## src/rtl/pipeline_ctrl_pkg.sv

```systemverilog
// rtl/pipeline_ctrl_pkg.sv - shared states, forward selects and helpers for pipeline_ctrl
package pipe_ctrl_pkg;

   typedef enum logic [1:0] {
      RUN      = 2'd0,
      MEM_WAIT = 2'd1,
      FAULT    = 2'd2
   } pipeState_e;

   localparam logic [1:0] FWD_RF    = 2'b00;
   localparam logic [1:0] FWD_EXMEM = 2'b10;
   localparam logic [1:0] FWD_MEMWB = 2'b01;

   localparam logic [4:0] REG_ZERO = 5'd0;

   // EX/MEM wins over MEM/WB; r0 never forwards
   function automatic logic [1:0] fwdSel(input logic [4:0] src,
                                         input logic [4:0] memRd, input logic memRegWrite,
                                         input logic [4:0] wbRd,  input logic wbRegWrite);
      logic [1:0] sel;
      sel = FWD_RF;
      if (src != REG_ZERO) begin
         if (memRegWrite && memRd == src)     sel = FWD_EXMEM;
         else if (wbRegWrite && wbRd == src)  sel = FWD_MEMWB;
      end
      return sel;
   endfunction

endpackage

```

## src/rtl/pipeline_ctrl_if.sv

```systemverilog
// rtl/pipeline_ctrl_if.sv - pipeline-side signal bundle for pipeline_ctrl
interface pipeline_ctrl_if #(parameter int CNT_W = 16);
   logic [4:0]       idRs, idRt;
   logic             idUsesRt;
   logic [4:0]       exRs, exRt, exRd;
   logic             exRegWrite, exMemRead, exBranchTaken;
   logic [4:0]       memRd;
   logic             memRegWrite;
   logic [4:0]       wbRd;
   logic             wbRegWrite;
   logic             memReq, memReady;
   logic             pcWrite, ifIdWrite, exMemWrite, memWbWrite;
   logic             ifIdFlush, idExFlush, memWbFlush;
   logic [1:0]       forwardA, forwardB;
   logic             memFault;
   logic [CNT_W-1:0] stallCount;

   // controller side
   modport slave (
      input  idRs, idRt, idUsesRt, exRs, exRt, exRd, exRegWrite, exMemRead, exBranchTaken,
             memRd, memRegWrite, wbRd, wbRegWrite, memReq, memReady,
      output pcWrite, ifIdWrite, exMemWrite, memWbWrite, ifIdFlush, idExFlush, memWbFlush,
             forwardA, forwardB, memFault, stallCount
   );

   // datapath side
   modport master (
      output idRs, idRt, idUsesRt, exRs, exRt, exRd, exRegWrite, exMemRead, exBranchTaken,
             memRd, memRegWrite, wbRd, wbRegWrite, memReq, memReady,
      input  pcWrite, ifIdWrite, exMemWrite, memWbWrite, ifIdFlush, idExFlush, memWbFlush,
             forwardA, forwardB, memFault, stallCount
   );
endinterface

```

## src/rtl/pipeline_ctrl_hazard_detect.sv

```systemverilog
// rtl/pipeline_ctrl_hazard_detect.sv - hazard stall request and forward selects (PIPE_FORWARDING_EN)
module hazard_detect
   import pipe_ctrl_pkg::*;
(
   input  logic [4:0] idRs,
   input  logic [4:0] idRt,
   input  logic       idUsesRt,
   input  logic [4:0] exRs,
   input  logic [4:0] exRt,
   input  logic [4:0] exRd,
   input  logic       exRegWrite,
   input  logic       exMemRead,
   input  logic [4:0] memRd,
   input  logic       memRegWrite,
   input  logic [4:0] wbRd,
   input  logic       wbRegWrite,
   output logic       stallReq,
   output logic [1:0] forwardA,
   output logic [1:0] forwardB
);

`ifdef PIPE_FORWARDING_EN
   // Only a load in EX cannot be forwarded in time: one bubble
   logic unusedInputs;
   assign unusedInputs = exRegWrite;

   assign stallReq = exMemRead && (exRd != REG_ZERO) &&
                     ((exRd == idRs) || (idUsesRt && exRd == idRt));
   assign forwardA = fwdSel(exRs, memRd, memRegWrite, wbRd, wbRegWrite);
   assign forwardB = fwdSel(exRt, memRd, memRegWrite, wbRd, wbRegWrite);
`else
   // No bypass network: wait until the producer reaches WB (regfile writes first half-cycle)
   logic unusedInputs;
   logic exHit, memHit;
   assign unusedInputs = ^{exRs, exRt, exMemRead, wbRd, wbRegWrite};

   assign exHit  = exRegWrite && (exRd != REG_ZERO) &&
                   ((exRd == idRs) || (idUsesRt && exRd == idRt));
   assign memHit = memRegWrite && (memRd != REG_ZERO) &&
                   ((memRd == idRs) || (idUsesRt && memRd == idRt));
   assign stallReq = exHit || memHit;
   assign forwardA = FWD_RF;
   assign forwardB = FWD_RF;
`endif

endmodule

```

## src/rtl/pipeline_ctrl.sv

```systemverilog
// rtl/pipeline_ctrl.sv - pipeline register sequencer: stalls, flushes, memory wait, stall counter (PIPE_FORWARDING_EN)
module pipeline_ctrl
   import pipe_ctrl_pkg::*;
#(
   parameter int MAX_WAIT = 15,
   parameter int CNT_W    = 16
)(
   input  logic           clock,
   input  logic           nReset,
   pipeline_ctrl_if.slave pif
);

   localparam int WAIT_W = $clog2(MAX_WAIT + 1);

   pipeState_e        state;
   logic [WAIT_W-1:0] waitCnt;
   logic [CNT_W-1:0]  stallCount;
   logic              memFault;
   logic              stallReq;
   logic [1:0]        fwdA, fwdB;
   logic              memStall;
   logic              pcWrite, ifIdWrite, exMemWrite, memWbWrite;
   logic              ifIdFlush, idExFlush, memWbFlush;

   hazard_detect uHazard (
      .idRs        (pif.idRs),
      .idRt        (pif.idRt),
      .idUsesRt    (pif.idUsesRt),
      .exRs        (pif.exRs),
      .exRt        (pif.exRt),
      .exRd        (pif.exRd),
      .exRegWrite  (pif.exRegWrite),
      .exMemRead   (pif.exMemRead),
      .memRd       (pif.memRd),
      .memRegWrite (pif.memRegWrite),
      .wbRd        (pif.wbRd),
      .wbRegWrite  (pif.wbRegWrite),
      .stallReq    (stallReq),
      .forwardA    (fwdA),
      .forwardB    (fwdB)
   );

   // An outstanding access freezes everything, whether just issued or already waiting
   assign memStall = !pif.memReady && ((state == RUN && pif.memReq) || state == MEM_WAIT);

   // Capture/hold/bubble decisions for this cycle
   always_comb begin
      pcWrite    = 1'b1;
      ifIdWrite  = 1'b1;
      exMemWrite = 1'b1;
      memWbWrite = 1'b1;
      ifIdFlush  = 1'b0;
      idExFlush  = 1'b0;
      memWbFlush = 1'b0;
      case (state)
         RUN, MEM_WAIT: begin
            if (memStall) begin
               pcWrite    = 1'b0;
               ifIdWrite  = 1'b0;
               exMemWrite = 1'b0;
               memWbFlush = 1'b1;
            end else if (pif.exBranchTaken) begin
               // the ID instruction is discarded, so any hazard on it is moot
               ifIdFlush = 1'b1;
               idExFlush = 1'b1;
            end else if (stallReq) begin
               pcWrite   = 1'b0;
               ifIdWrite = 1'b0;
               idExFlush = 1'b1;
            end
         end
         default: begin
            pcWrite    = 1'b0;
            ifIdWrite  = 1'b0;
            exMemWrite = 1'b0;
            memWbWrite = 1'b0;
         end
      endcase
      if (!nReset) begin
         pcWrite    = 1'b0;
         ifIdWrite  = 1'b0;
         exMemWrite = 1'b0;
         memWbWrite = 1'b0;
         ifIdFlush  = 1'b1;
         idExFlush  = 1'b1;
         memWbFlush = 1'b1;
      end
   end

   // Memory-wait sequencing and timeout into the sticky fault state
   always_ff @(posedge clock or negedge nReset) begin
      if (!nReset) begin
         state    <= RUN;
         waitCnt  <= '0;
         memFault <= 1'b0;
      end else begin
         case (state)
            RUN: begin
               if (pif.memReq && !pif.memReady) begin
                  state   <= MEM_WAIT;
                  waitCnt <= WAIT_W'(1);
               end
            end
            MEM_WAIT: begin
               if (pif.memReady) begin
                  state   <= RUN;
                  waitCnt <= '0;
               end else if (waitCnt == WAIT_W'(MAX_WAIT)) begin
                  state    <= FAULT;
                  memFault <= 1'b1;
               end else begin
                  waitCnt <= waitCnt + WAIT_W'(1);
               end
            end
            FAULT: state <= FAULT;
            default: state <= RUN;
         endcase
      end
   end

   // Saturating count of cycles the PC was held, excluding the fault freeze
   always_ff @(posedge clock or negedge nReset) begin
      if (!nReset)
         stallCount <= '0;
      else if (!pcWrite && state != FAULT && stallCount != '1)
         stallCount <= stallCount + CNT_W'(1);
   end

   assign pif.pcWrite    = pcWrite;
   assign pif.ifIdWrite  = ifIdWrite;
   assign pif.exMemWrite = exMemWrite;
   assign pif.memWbWrite = memWbWrite;
   assign pif.ifIdFlush  = ifIdFlush;
   assign pif.idExFlush  = idExFlush;
   assign pif.memWbFlush = memWbFlush;
   assign pif.forwardA   = nReset ? fwdA : FWD_RF;
   assign pif.forwardB   = nReset ? fwdB : FWD_RF;
   assign pif.memFault   = memFault;
   assign pif.stallCount = stallCount;

endmodule

```

## src/flat_wrapper.sv

```systemverilog
// flat-port wrapper written by rule: the top's interface ports become plain ports
module pipeline_ctrl_flat import pipe_ctrl_pkg::*;
#(
   parameter int MAX_WAIT = 15,
   parameter int CNT_W    = 16
)
  (clock, nReset, pif_idRs, pif_idRt, pif_idUsesRt, pif_exRs, pif_exRt, pif_exRd, pif_exRegWrite, pif_exMemRead, pif_exBranchTaken, pif_memRd, pif_memRegWrite, pif_wbRd, pif_wbRegWrite, pif_memReq, pif_memReady, pif_pcWrite, pif_ifIdWrite, pif_exMemWrite, pif_memWbWrite, pif_ifIdFlush, pif_idExFlush, pif_memWbFlush, pif_forwardA, pif_forwardB, pif_memFault, pif_stallCount);
  pipeline_ctrl_if #(.CNT_W(CNT_W)) pif_i ();
  input  logic clock;
  input  logic nReset;
  input wire logic [$bits(pif_i.idRs)-1:0] pif_idRs;
  input wire logic [$bits(pif_i.idRt)-1:0] pif_idRt;
  input wire logic [$bits(pif_i.idUsesRt)-1:0] pif_idUsesRt;
  input wire logic [$bits(pif_i.exRs)-1:0] pif_exRs;
  input wire logic [$bits(pif_i.exRt)-1:0] pif_exRt;
  input wire logic [$bits(pif_i.exRd)-1:0] pif_exRd;
  input wire logic [$bits(pif_i.exRegWrite)-1:0] pif_exRegWrite;
  input wire logic [$bits(pif_i.exMemRead)-1:0] pif_exMemRead;
  input wire logic [$bits(pif_i.exBranchTaken)-1:0] pif_exBranchTaken;
  input wire logic [$bits(pif_i.memRd)-1:0] pif_memRd;
  input wire logic [$bits(pif_i.memRegWrite)-1:0] pif_memRegWrite;
  input wire logic [$bits(pif_i.wbRd)-1:0] pif_wbRd;
  input wire logic [$bits(pif_i.wbRegWrite)-1:0] pif_wbRegWrite;
  input wire logic [$bits(pif_i.memReq)-1:0] pif_memReq;
  input wire logic [$bits(pif_i.memReady)-1:0] pif_memReady;
  output wire logic [$bits(pif_i.pcWrite)-1:0] pif_pcWrite;
  output wire logic [$bits(pif_i.ifIdWrite)-1:0] pif_ifIdWrite;
  output wire logic [$bits(pif_i.exMemWrite)-1:0] pif_exMemWrite;
  output wire logic [$bits(pif_i.memWbWrite)-1:0] pif_memWbWrite;
  output wire logic [$bits(pif_i.ifIdFlush)-1:0] pif_ifIdFlush;
  output wire logic [$bits(pif_i.idExFlush)-1:0] pif_idExFlush;
  output wire logic [$bits(pif_i.memWbFlush)-1:0] pif_memWbFlush;
  output wire logic [$bits(pif_i.forwardA)-1:0] pif_forwardA;
  output wire logic [$bits(pif_i.forwardB)-1:0] pif_forwardB;
  output wire logic [$bits(pif_i.memFault)-1:0] pif_memFault;
  output wire logic [$bits(pif_i.stallCount)-1:0] pif_stallCount;
  assign pif_i.idRs = pif_idRs;
  assign pif_i.idRt = pif_idRt;
  assign pif_i.idUsesRt = pif_idUsesRt;
  assign pif_i.exRs = pif_exRs;
  assign pif_i.exRt = pif_exRt;
  assign pif_i.exRd = pif_exRd;
  assign pif_i.exRegWrite = pif_exRegWrite;
  assign pif_i.exMemRead = pif_exMemRead;
  assign pif_i.exBranchTaken = pif_exBranchTaken;
  assign pif_i.memRd = pif_memRd;
  assign pif_i.memRegWrite = pif_memRegWrite;
  assign pif_i.wbRd = pif_wbRd;
  assign pif_i.wbRegWrite = pif_wbRegWrite;
  assign pif_i.memReq = pif_memReq;
  assign pif_i.memReady = pif_memReady;
  assign pif_pcWrite = pif_i.pcWrite;
  assign pif_ifIdWrite = pif_i.ifIdWrite;
  assign pif_exMemWrite = pif_i.exMemWrite;
  assign pif_memWbWrite = pif_i.memWbWrite;
  assign pif_ifIdFlush = pif_i.ifIdFlush;
  assign pif_idExFlush = pif_i.idExFlush;
  assign pif_memWbFlush = pif_i.memWbFlush;
  assign pif_forwardA = pif_i.forwardA;
  assign pif_forwardB = pif_i.forwardB;
  assign pif_memFault = pif_i.memFault;
  assign pif_stallCount = pif_i.stallCount;
  pipeline_ctrl #(.MAX_WAIT(MAX_WAIT), .CNT_W(CNT_W)) u_core (.clock(clock), .nReset(nReset), .pif(pif_i));
endmodule
```

## config.mk

```make
export PLATFORM = sky130hd
export DESIGN_NAME = pipeline_ctrl_flat
export DESIGN_NICKNAME = d
export VERILOG_FILES = /design/src/rtl/pipeline_ctrl_pkg.sv /design/src/rtl/pipeline_ctrl_if.sv /design/src/rtl/pipeline_ctrl_hazard_detect.sv /design/src/rtl/pipeline_ctrl.sv /design/src/flat_wrapper.sv
export SDC_FILE = /design/constraint.sdc
export NUM_CORES = 1
export LEC_CHECK = 0
export ABC_AREA = 1
export CORE_ASPECT_RATIO = 0.8
export CORE_MARGIN = 3
export CORE_UTILIZATION = 35
export CTS_CLUSTER_DIAMETER = 60
export DETAILED_ROUTE_END_ITERATION = 12
export PLACE_DENSITY = 0.67
export SLEW_MARGIN = 20
export SYNTH_ARGS = -nofsm -noshare
export SYNTH_HDL_FRONTEND = slang
export SYNTH_SLANG_ARGS = --single-unit
```

## constraint.sdc

```tcl
create_clock -name clock -period 1.7 [get_ports clock]
set_clock_uncertainty 0.1 [all_clocks]
set_input_delay 0.255 -clock clock [delete_from_list [all_inputs] [get_ports clock]]
set_output_delay 0.255 -clock clock [all_outputs]
set_load 0.01 [all_outputs]
```

; Yosys cells after proc, flatten, opt, wreduce, memory -nomap -nowiden
; Cells that the tools add are included.
[classes]
n_addsub = 2
mux = 30
eq_ne = 12
bitwise_logic = 1
n_reduce_logical = 25
[op_table]
columns = operator, count
row1 = 2-to-1 mux 1 bit, 22
row2 = == test 5 bit, 4
row3 = adder 16 x 1 -> 16 bit (second input constant), 1
row4 = != test 16 bit (second input constant), 1
row5 = 2-to-1 mux 4 bit, 3
row6 = logical AND 1 bit, 11
row7 = nonzero test 5 bit, 2
row8 = case mux 4 bit (2 select lines), 1
row9 = 2-to-1 mux 2 bit, 3
row10 = != test 3 bit (second input constant), 2
row11 = case mux 2 bit (3 select lines), 1
row12 = AND reduction 3 bit, 2
row13 = adder 4 x 1 -> 4 bit (second input constant), 1
row14 = == test 4 bit (second input constant), 1
row15 = logical OR 1 bit, 4
row16 = != test 2 bit (second input constant), 2
row17 = == test 2 x 1 -> 1 bit (second input constant), 1
row18 = == test 2 bit (second input constant), 1
row19 = zero test 1 bit, 2
row20 = zero test 2 bit, 1
row21 = AND reduction 2 bit, 1
row22 = nonzero test 2 bit, 1
row23 = OR reduction 2 bit, 1
row24 = inverter 1 bit, 1
[word_totals]
out_inout_bits = 28
register_bits = 23
input_bits = 45
wordCells = 74

; Depth between registers and ports, before layout
[logic_depth]
depth_word = 13
ltp_mapped = 14
mapped_depth_nobuf = 13

; Modules after synthesis
; A second synthesis with hierarchy kept.
[unflattened]
cells_unflattened = 312
hier_area_um2 = 1928.1
[by_module_without_submodules]
columns = module, area_each_um2, n_inst, cells_per_inst
row1 = pipeline_ctrl, 1490.2, 1, 206
row2 = hazard_detect, 437.9, 1, 106

; Least setup slack after synthesis
; OpenSTA, ideal clock, no wires.
[synth_path]
path_kind = reg-to-output
startpoint = reg u_core.state[0]
endpoint = out pif_pcWrite
t_arrival_ns = 1.497
stages_incl_launch_ff = 12
path_slack_ns = -0.152
path_cell_list = dfrtp_1 -> inv_1 -> nor2_1 -> nand2_1 -> nand2_1 -> nor2_1 -> inv_1 -> nor2_4 -> nand2_2 -> buf_2 -> inv_1 -> buf_4
[synth_between]
elab_chain_cells = 7
elab_cells_between_ends = 9
[synth_rtl]
columns = element, line_no
row1 = from (decl), pipeline_ctrl.sv:15  ; pipeState_e state;
row2 = from (signal assigned), pipeline_ctrl.sv:93  ; state <= RUN;
row3 = from (signal assigned), pipeline_ctrl.sv:100  ; state <= MEM_WAIT;
row4 = from (signal assigned), pipeline_ctrl.sv:106  ; state <= RUN;
row5 = zero test 2 bit, --
row6 = logical AND 1 bit, pipeline_ctrl.sv:44  ; assign memStall = !pif.memReady && ((state == RUN && pif.memReq) || state == MEM_WAIT);
row7 = logical OR 1 bit, pipeline_ctrl.sv:44
row8 = logical AND 1 bit, pipeline_ctrl.sv:44
row9 = 2-to-1 mux 1 bit, --
row10 = 2-to-1 mux 1 bit * (2 in series), --
row11 = to (decl), flat_wrapper.sv:26  ; output wire logic [$bits(pif_i.pcWrite)-1:0] pif_pcWrite;
; Mark *: on every way between the ends. The rest lies on a longest branch, timed or not.

; Final worst setup path
[layout_path]
startpoint = reg u_core.state[1]
endpoint = out pif_idExFlush
[layout_between]
elab_chain_cells = 7
elab_cells_between_ends = 9
[layout_rtl]
columns = element, line_no
row1 = zero test 2 bit, "pipeline_ctrl.sv:44, pipeline_ctrl.sv:55"
row2 = logical AND 1 bit, pipeline_ctrl.sv:44
row3 = logical OR 1 bit, pipeline_ctrl.sv:44
row4 = logical AND 1 bit, pipeline_ctrl.sv:44
row5 = 2-to-1 mux 1 bit, pipeline_ctrl.sv:57  ; if (memStall) begin
row6 = 2-to-1 mux 1 bit *, pipeline_ctrl.sv:55  ; case (state)
row7 = 2-to-1 mux 1 bit *, pipeline_ctrl.sv:79  ; if (!nReset) begin
row8 = to (decl), flat_wrapper.sv:31  ; output wire logic [$bits(pif_i.idExFlush)-1:0] pif_idExFlush;
; Marked as above.

==> impl_metrics.env <==
export IMPL_crit_type="register to output pin"
export IMPL_netlist_area_um2=1830
export IMPL_drc=0
export IMPL_power_frac_comb_pct=17.0
export IMPL_pwr_density_cell_nw_per_um2=386
export IMPL_holdPathEnd="u_core.waitCnt[0]"
export IMPL_min_from="pif_memReady"
export IMPL_p_int_mw=0.792
export IMPL_die_y_um=70.7
export IMPL_critical_path_max_fanout=4
export IMPL_synth_edf_count=0
export IMPL_r2r_start="u_core.state[1]"
export IMPL_hold_viol=0
export IMPL_overflow=0
export IMPL_postSynth_asyncResetShare_pct=100
export IMPL_dp_hpwl_mm=3.99
export IMPL_syn_inst=288
export IMPL_cts_buffers=3
export IMPL_layout_nets=422
export IMPL_num_rows=22
export IMPL_cts_root_buf="clkbuf_8"
export IMPL_synth_area_leader_cell="dfrtp_1"
export IMPL_cp_cell_sequence="nor2_2 > nand2_2 > nand2_2 > nor2_4 > inv_2 > o21ai_2 > a21o_1 > buf_2"
export IMPL_fin_ws_ns=-0.122
export IMPL_coreArea_um2=4820
export IMPL_ys_ff_latch=23
export IMPL_failed_checks="negative setup slack"
export IMPL_cp_start_kind="register"
export IMPL_cap_violations=0
export IMPL_ys_warn_count=0
export IMPL_final_antenna_net_count=0
export IMPL_max_stage_delay_ns=0.44
export IMPL_die_area_um2=6140
export IMPL_cts_sinks=23
export IMPL_seq_power_share_pct=50.9
export IMPL_yosysSeqAreaShare_pct=31.4
export IMPL_crit_top_cell="nand2_2"
export IMPL_drive_above_1_share_pct=23.0
export IMPL_outcome="finished, violations left"
export IMPL_p_leak_nw=1.61
export IMPL_cts_buffer_depth=2
export IMPL_grt_max_degree=24
export IMPL_critPathSlowestCell="dfrtp_1"
export IMPL_worstPathArrival_ns=1.47
export IMPL_hp_class="primary input to register"
export IMPL_fin_crit_sh_pct=107
export IMPL_power_total_mw=1.07
export IMPL_synthTopCellsByCount="114 x nand2_1, 37 x inv_1, 31 x nand3_1"
export IMPL_cts_tree="yes"
export IMPL_area_growth_pct=51.9
export IMPL_viasPerCell=4.74
export IMPL_slew_viol_final=0
export IMPL_vias=2055
export IMPL_rsz0062_at_grt="yes"
export IMPL_portBuffers=51
export IMPL_r2r_end="u_core.pif.stallCount[6]"
export IMPL_setup_viol=6
export IMPL_swShare_pct=26.2
export IMPL_clock_power_share_pct=32.2
export IMPL_required_ns=1.34
export IMPL_synth_top_cell_area_share_pct=31.4
export IMPL_ys_top_cells_by_area="dfrtp_1 31%, nand2_1 23%, nand3_1 8.5%"
export IMPL_start_util_pct=38.0
export IMPL_holdPathStages=3
export IMPL_grt_pass1_vias=1851
export IMPL_wl_per_cell_um=12.0
export IMPL_crit_path_end_kind="output pin"
export IMPL_syn_avg_cell_area_um2=6.36
export IMPL_cts_reportedPaths_clkPinSlew_ns=0.08
export IMPL_synth_distinct_cells=28
export IMPL_drt_first_iter_violations=157
export IMPL_gp_congestion=0.888
export IMPL_r2r_slack_ns=0.05
export IMPL_vdd_drop_max_mv=0.313
export IMPL_pin_count=73
export IMPL_fmax_mhz=549
export IMPL_diodes=0
export IMPL_wl_mm=5.19
export IMPL_synth_ff_type="dfrtp_1"
export IMPL_fill_cells=481
export IMPL_hold_ws_ns=0.347
export IMPL_insertion_delay_ns=0.27
export IMPL_grt_usage_pct=17.4
export IMPL_antenna_found_initial=0
export IMPL_cts_hold_buffers=0
export IMPL_yosysMostFrequentCell="nand2_1"
export IMPL_period_needed_ns=1.82
export IMPL_grt_pass1_wl_mm=8.78
export IMPL_r2r_cells=11
export IMPL_power_switching_mw=0.282
export IMPL_firstDrtPassIters=4
export IMPL_cts_max_level=1
export IMPL_die_w_um=86.9
[cell usage in the layout, fill, tap and decap left out, types with 6 or more instances in the layout]
cell / n
xor2_1: 11
nor2_1: 20
inv_1: 30
buf_6: 7
nand2_2: 6
o21ai_0: 6
inv_2: 7
buf_4: 34
nand3_1: 28
dfrtp_1: 19
dlygate4sd2_1: 20
clkdlybuf4s50_1: 15
dlymetal6s2s_1: 7
nand2_1: 108
[power by group through the flow]
stage	registers [mW]	clock network (mW)	logic [mW]
6_report	0.546	0.346	0.182
5_1_grt	0.547	0.397	0.209
4_1_cts	0.546	0.350	0.183
3_5_place_dp	0.557	0	0.193
3_3_place_gp	0.557	0	0.192
2_1_floorplan	0.558	0	0.0818
[flip-flops by register name, summed over array words and instances, names as in the netlist]
signal / flops
u_core.waitCnt: 4
u_core.state: 2
u_core.pif.stallCount: 16
u_core.pif.memFault: 1
[how the worst max path moves through the flow]
stage | from | endpoint | slack, ns | cells after the start
2_1_floorplan | u_core.state[0] | pif_pcWrite | -0.04 | 11
3_3_place_gp | pif_memReady | pif_ifIdFlush | -0.77 | 9
3_5_place_dp | pif_memReady | pif_ifIdFlush | -0.77 | 9
4_1_cts | u_core.state[1] | pif_idExFlush | -0.13 | 8
5_1_grt | u_core.state[1] | pif_idExFlush | -0.22 | 8
6_report | u_core.state[1] | pif_idExFlush | -0.12 | 8
[through the flow]
stage                     cells  utilization, %  setup WS, ns  TNS, ns  instance area [um^2]
after floorplan             291               -       -0.0387  -0.0387                  1880
after global placement      423            54.1        -0.774   -14.13                  2610
after detailed placement    423            54.1        -0.767   -14.69                  2610
after CTS                   431            56.3        -0.131   -0.475                  2710
after global routing        434            57.7        -0.217    -2.38                  2780
final                       434            57.7        -0.122   -0.480                  2780
[layer usage]
metal | global-route usage, % | wire length, um | vias up
li1 | - | - | 1055
met1 | 27.7 | 2630 | 939
met2 | 25.1 | 2250 | 59
met3 | 3.03 | 294 | 2
met4 | 1.56 | 19 | 0
met5 | 0 | 0 | -
[cells by family (layout without fill, tap and decap cells)]
group	Yosys count	in the layout	share of synthesized area, %
AND/OR/NAND/NOR	187	187	44.0
buffers and inverters	47	130	11.2
flip-flops	23	23	31.4
XOR/XNOR	17	17	8.13
AO/OA/AOI/OAI	11	11	3.69
adder cells (fa/ha/maj)	2	2	1.37
other	1	4	0.205
[repair_timing]
item,in CTS,in global routing
hold endpoints to repair,0,0
endpoints found under the setup margin,24,36
buffers inserted,4,3
cloned,0,0
gates resized for setup,73,23
pin swaps,11,4
[layout make-up]
cell class	count	area (um^2)	share of cell area, %
Sequential cell	23	581	20.9
Multi-Input combinational cell	221	1160	41.6
Clock inverter	1	5.00	0.180
Inverter	39	151	5.44
Timing Repair Buffer	87	772	27.8
Clock buffer	3	41.3	1.48
Tap cell	60	75.1	2.70
[worst max-delay path: cells and delay by family (launching register included)]
family | cells | cell delay (ns)
compound gates | 2 | 0.21
flops | 1 | 0.44
simple gates | 4 | 0.35
buf+inv | 2 | 0.20
(Power assumes the default switching activity.)
